<file path="src/rtl/ring_switch_n.sv">
// N-port slotted-ring packet switch: per-port ingress FIFO, one ring slot and egress FIFO.
// Packets circulate toward lower slot indices until every destination bit in their mask is served.
module ring_switch_n #(
    parameter int NPORTS     = 4,
    parameter int DWIDTH     = 16,
    parameter int FIFO_DEPTH = 4,
    parameter int CNT_W      = 16
) (
    input  logic                     clk,
    input  logic                     reset,
    input  logic [NPORTS-1:0]        in_valid,
    input  logic [NPORTS*DWIDTH-1:0] in_data,
    output logic [NPORTS-1:0]        in_suspend,
    output logic [NPORTS-1:0]        out_valid,
    output logic [NPORTS*DWIDTH-1:0] out_data,
    input  logic [NPORTS-1:0]        out_suspend,
    output logic [CNT_W-1:0]         pkts_in,
    output logic [CNT_W-1:0]         pkts_out,
    output logic [CNT_W-1:0]         pkts_dropped
);
    localparam int PW = $clog2(FIFO_DEPTH);
    localparam int CW = $clog2(FIFO_DEPTH + 1);

    logic [DWIDTH-1:0] ing_mem [NPORTS][FIFO_DEPTH];
    logic [PW-1:0]     ing_rd  [NPORTS];
    logic [PW-1:0]     ing_wr  [NPORTS];
    logic [CW-1:0]     ing_cnt [NPORTS];
    logic [DWIDTH-1:0] eg_mem  [NPORTS][FIFO_DEPTH];
    logic [PW-1:0]     eg_rd   [NPORTS];
    logic [PW-1:0]     eg_wr   [NPORTS];
    logic [CW-1:0]     eg_cnt  [NPORTS];

    // slot_mask holds the destinations still owed; a slot is occupied when it is non-zero
    logic [DWIDTH-1:0] slot_data [NPORTS];
    logic [NPORTS-1:0] slot_mask [NPORTS];

    logic [NPORTS-1:0] ing_push;
    logic [NPORTS-1:0] inject;
    logic [NPORTS-1:0] deliver;
    logic [NPORTS-1:0] eg_pop;
    logic [NPORTS-1:0] upd_mask [NPORTS];
    logic [NPORTS-1:0] nxt_mask [NPORTS];
    logic [DWIDTH-1:0] nxt_data [NPORTS];
    logic [CNT_W-1:0]  add_in;
    logic [CNT_W-1:0]  add_out;
    logic [CNT_W-1:0]  add_drop;

    function automatic logic [PW-1:0] ptr_inc(input logic [PW-1:0] p);
        return (p == PW'(FIFO_DEPTH - 1)) ? '0 : p + PW'(1);
    endfunction

    always_comb begin
        add_in   = '0;
        add_out  = '0;
        add_drop = '0;
        eg_pop   = '0;
        deliver  = '0;
        ing_push = '0;
        inject   = '0;
        for (int i = 0; i < NPORTS; i++) begin
            eg_pop[i]  = (eg_cnt[i] != '0) && !out_suspend[i];
            // a full egress FIFO still accepts when it pops in the same cycle
            deliver[i] = slot_mask[i][i] && ((eg_cnt[i] != CW'(FIFO_DEPTH)) || eg_pop[i]);
            upd_mask[i]    = slot_mask[i];
            upd_mask[i][i] = slot_mask[i][i] && !deliver[i];
            ing_push[i] = in_valid[i] && (in_data[i*DWIDTH +: NPORTS] != '0)
                          && (ing_cnt[i] != CW'(FIFO_DEPTH));
            if (in_valid[i] && !ing_push[i]) add_drop = add_drop + CNT_W'(1);
            if (ing_push[i]) add_in = add_in + CNT_W'(1);
            if (eg_pop[i]) add_out = add_out + CNT_W'(1);
        end
        for (int j = 0; j < NPORTS; j++) begin
            nxt_mask[j] = upd_mask[(j + 1) % NPORTS];
            nxt_data[j] = slot_data[(j + 1) % NPORTS];
            inject[j]   = (nxt_mask[j] == '0) && (ing_cnt[j] != '0);
            if (inject[j]) begin
                nxt_data[j] = ing_mem[j][ing_rd[j]];
                nxt_mask[j] = ing_mem[j][ing_rd[j]][NPORTS-1:0];
            end
        end
    end

    always_comb begin
        in_suspend = '0;
        for (int i = 0; i < NPORTS; i++)
            in_suspend[i] = (ing_cnt[i] >= CW'(FIFO_DEPTH - 1));
    end

    always_ff @(posedge clk or posedge reset) begin
        if (reset) begin
            for (int i = 0; i < NPORTS; i++) begin
                ing_rd[i]    <= '0;
                ing_wr[i]    <= '0;
                ing_cnt[i]   <= '0;
                eg_rd[i]     <= '0;
                eg_wr[i]     <= '0;
                eg_cnt[i]    <= '0;
                slot_mask[i] <= '0;
                slot_data[i] <= '0;
            end
            out_valid    <= '0;
            out_data     <= '0;
            pkts_in      <= '0;
            pkts_out     <= '0;
            pkts_dropped <= '0;
        end else begin
            for (int i = 0; i < NPORTS; i++) begin
                if (ing_push[i]) ing_wr[i] <= ptr_inc(ing_wr[i]);
                if (inject[i]) ing_rd[i] <= ptr_inc(ing_rd[i]);
                ing_cnt[i] <= ing_cnt[i] + CW'(ing_push[i]) - CW'(inject[i]);
                if (deliver[i]) eg_wr[i] <= ptr_inc(eg_wr[i]);
                if (eg_pop[i]) begin
                    eg_rd[i] <= ptr_inc(eg_rd[i]);
                    out_data[i*DWIDTH +: DWIDTH] <= eg_mem[i][eg_rd[i]];
                end
                eg_cnt[i]    <= eg_cnt[i] + CW'(deliver[i]) - CW'(eg_pop[i]);
                slot_mask[i] <= nxt_mask[i];
                slot_data[i] <= nxt_data[i];
            end
            out_valid    <= eg_pop;
            pkts_in      <= pkts_in + add_in;
            pkts_out     <= pkts_out + add_out;
            pkts_dropped <= pkts_dropped + add_drop;
        end
    end

    // FIFO storage needs no reset; emptiness lives in the pointers and counts
    always_ff @(posedge clk) begin
        for (int i = 0; i < NPORTS; i++) begin
            if (ing_push[i]) ing_mem[i][ing_wr[i]] <= in_data[i*DWIDTH +: DWIDTH];
            if (deliver[i]) eg_mem[i][eg_wr[i]] <= slot_data[i];
        end
    end
endmodule
</file>
<file path="config.mk">
export PLATFORM = sky130hd
export DESIGN_NAME = ring_switch_n
export DESIGN_NICKNAME = d
export VERILOG_FILES = /design/src/rtl/ring_switch_n.sv
export SDC_FILE = /design/constraint.sdc
export NUM_CORES = 1
export LEC_CHECK = 0
export ABC_AREA = 0
export BUFFER_PORTS_ARGS = -buffer_cell sky130_fd_sc_hd__buf_2
export CORE_UTILIZATION = 60
export DETAILED_ROUTE_END_ITERATION = 10
export GPL_TIMING_DRIVEN = 0
export PLACE_DENSITY = 0.91
export SYNTH_ARGS = -nofsm -noshare
export SYNTH_HDL_FRONTEND = slang
export SYNTH_SLANG_ARGS = --single-unit
</file>
<file path="constraint.sdc">
create_clock -name clk -period 9.75 [get_ports clk]
set_input_delay 0 -clock clk [delete_from_list [all_inputs] [get_ports clk]]
set_output_delay 0 -clock clk [all_outputs]
set_load 0.02 [all_outputs]
</file>
==> metrics <==
detailed placer's ending HPWL=roughly 42,000 um; Residual DRC=0; Seq/Total Area, Yosys=0.7233; Sw Share=0.3401; mux share of post-synthesis cell area=0.1503; top_reg_cell synth=edfxtp_1; Seq pwr share=0.442; post-synthesis instance total=1,568; GRT overflow=0; Vias/cell=~5.9; CTS tree=yes; Initial Util=0.6099; Synth cell types=53; Power Total=~12 mW; DIE WIDTH=around 230 um; DRC marker count from the first detailed-route iteration=approximately 1,500; gpl congestion=slightly above 0.8; Post-synth EDFFs=~510; setup bufs post-CTS=0; Post-Synth Adder-Cell Area=0.04116; Final Util=0.7118; H-tree Lvls=3; final period utilization=0.4617; fmax=approximately 0.22 GHz; CORE AREA=between 40,000 and 50,000 um2; Worst Setup Path Type=reg2reg; CP arrival=around 5 ns; CTS root buf=clkbuf_16; Cell Int Power=8.134 mW; largest family of logic cells by synthesized area=multiplexers; Lkg Pwr=13.46 nW; DP Area=between 30,000 and 40,000 um2; Max Root-Sink Buffers=3; XOR/XNOR Fraction of Synth Area=0.01778; Synth Area per Inst=about 19 um2; PwrDens=between 300 and 400 nW/um2; Period minus WS final=4.501 ns; Worst Path Required=~10 ns; Max Cap Viol=0; master of the slowest instance on the critical path=clkbuf_1; first-pass GRT wire length=roughly 100,000 um; die area=50,860 um2; synthesis-to-finish area growth=16.72%; switching power=approximately 4.2 mW; VDD IR max=roughly 0.00020 V; Max Clock Skew=roughly 0.026 ns; num ports=roughly 190; CTS Buf Count=73; Max stage delay on crit path=approximately 0.77 ns; Cell Area, Synth=approximately 30,000 um2; # port buffers=about 190; WL per Instance=roughly 25 um; status=completed; Synth Area in Simple Gates=0.03648; Vias=roughly 16,000; most frequent CP cell=ha_1; Clock Power Share=0.232; Hold Path Class=in2reg; Combinational Power Share=0.326; critical path, cell by cell=nor3_1, nor2_1, clkbuf_1, inv_1, ha_1, o31ai_1, ha_1, mux2_1, ha_1, a211o_1, a21oi_1, nor4b_1, xor2_1; Worst-Margin Slew=between 0.9 and 1 ns; drt first pass iters=6; Synth Warn #=0; antenna violations before repair=0; startpoint types=register; RSZ-0062 raised after global routing=false; Yosys reg bits=764; Hold Slack=0.04826 ns; chip height=225.5 um; Hold Buf Count CTS=70; share of cells above drive strength 1=0.3009; Routed Wire Length=about 67,000 um; worst-path maximum fanout=12; setup TNS=0 ns; total track usage=0.2717; Routed Antenna Nets=0; clk slew on worst S/H paths=~0.060 ns; Site Rows=around 80; Fin. Hold Viols=0; clock sink count=about 760; CP Capture Type=register; fraction of the mapped netlist area in compound gates=0.01336; largest net degree at the start of global routing=131; Async SR Flop Fraction=0.3298; clk_lat worst skew=roughly 0.61 ns; Setup violations, final=0; vias in the first global route=roughly 17,000; fin nets=around 2,100; Design Area, Final=between 30,000 and 40,000 um2; max-slew violations=0; relative slew slack=0.3552; Post-CTS Resized=0
## synth_stat cells (3+ instances only)
cell type	instances	area, um2
nand3_1	19	95.09
buf_2	29	145.1
mux4_2	128	2883
nand2_1	28	105.1
xor2_1	21	183.9
nor3b_1	3	22.52
o21ai_0	15	75.07
or3_1	8	50.05
fa_1	11	220.2
nand4_1	8	50.05
o21ai_1	5	25.02
ha_1	81	1013
mux2_1	28	315.3
and2_1	46	287.8
or2_1	12	75.07
xnor2_1	38	332.8
clkbuf_1	19	71.32
mux2i_1	3	30.03
buf_1	5	18.77
dfrtp_1	252	6306
nor2b_1	5	31.28
nor2_1	28	105.1
inv_2	8	30.03
edfxtp_1	512	15370
and3_1	12	75.07
mux2_2	110	1239
inv_1	59	221.5
and4_1	3	26.28
nor3_1	9	45.04
a211oi_1	7	52.55
a21o_1	13	97.59
or4_1	4	30.03
a21oi_1	7	35.03
a22o_1	4	35.03
## stage by stage
step / worst slack, ns / cells
2_1_floorplan: 2.822 / 1570
3_3_place_gp: 0.09407 / 2427
3_5_place_dp: 5.515 / 2429
4_1_cts: 5.301 / 2635
5_1_grt: 5.031 / 2635
6_report: 5.249 / 2636
## power by group through the flow
stage	logic, mW	registers, mW	clock network, mW
2_1_floorplan	2.46	5.43	0
3_3_place_gp	3.66	5.32	0
5_1_grt	4.30	5.53	3.00
6_report	4.01	5.45	2.86
3_5_place_dp	3.87	5.44	0
4_1_cts	4.03	5.44	2.88
## critical path: cells and delay by family, from the launching register on
family                   cells  cell delay [ns]
AO/OA/AOI/OAI                3             1.12
AND/OR/NAND/NOR              3             0.56
XOR/XNOR                     1             0.17
flip-flops                   1             0.47
adder cells (fa/ha/maj)      3             0.85
buffers and inverters        2             0.88
multiplexers                 1             0.31
## layout by cell type, fill, tap and decap left out, drive strengths merged, types with 3 or more instances in the layout
master / instances
a21oi: 7
clkinv: 16
nand2: 29
or4: 4
dfrtp: 252
mux2i: 4
a211oi: 7
clkinvlp: 3
conb: 3
and3: 12
buf: 231
or2: 12
nand3: 19
nand4: 8
and2: 46
nor3: 9
o21ai: 20
ha: 81
and4: 3
or3: 8
nor2: 28
clkbuf: 128
mux2: 139
fa: 11
mux4: 128
bufinv: 5
a22o: 4
edfxtp: 512
and4bb: 4
inv: 72
nor2b: 5
nor3b: 3
xnor2: 39
xor2: 21
a21o: 13
dlygate4sd3: 70
## cell type report
cell class                 count  area, um2
sequential                   764      21680
antenna                        1      2.502
clock buffer                 109       2125
timing repair buffer         265       1722
buffer                        55      257.7
tap                          664      830.8
clock inverter                27      316.6
fill                        2770      14170
inverter                      69      276.5
multi-input combinational    682       7776
## state kept, by name (all words and copies together) (netlist names)
register	count
slot_mask	16
eg_rd	8
pkts_in	16
out_valid	4
eg_mem	256
ing_rd	8
ing_cnt	12
ing_mem	256
eg_cnt	12
ing_wr	8
out_data	64
pkts_dropped	16
slot_data	64
pkts_out	16
eg_wr	8
## layer usage
layer / track usage / vias up / part of all wire
li1: - / 6660 / -
met1: 0.3271 / 8108 / 0.36
met2: 0.4673 / 734 / 0.52
met3: 0.05398 / 164 / 0.074
met4: 0.1398 / 0 / 0.049
met5: 0 / - / 0
## final timing paths
path / depth (start not counted) / from / end / slack (ns)
setup reg to reg: 13 / eg_cnt[7]$_DFF_PP0_ / pkts_out[15]$_DFF_PP0_ / 5.25
hold / removal: 3 / out_suspend[0] / slot_mask[0]$_DFF_PP0_ / 0.05
max in group asynchronous: 5 / reset / out_data[27]$_DFFE_PP0P_ / 8.50
setup / recovery: 13 / eg_cnt[7]$_DFF_PP0_ / pkts_out[15]$_DFF_PP0_ / 5.25
min in group asynchronous: 4 / reset / out_data[59]$_DFFE_PP0P_ / 0.06
hold reg to reg: 1 / pkts_out[15]$_DFF_PP0_ / pkts_out[15]$_DFF_PP0_ / 0.48
## kinds of logic (layout without fill, tap and decap cells)
logic type / after synthesis / in the layout
DFF: 764 / 764
muxes: 271 / 271
and+or+nand+nor: 195 / 195
buffers and inverters: 124 / 525
adders and majority gates: 92 / 92
AOI/OAI and AO/OA: 61 / 61
xor gates and xnor gates: 60 / 60
other: 1 / 4
No activity file was read; power rests on OpenSTA's default activity.
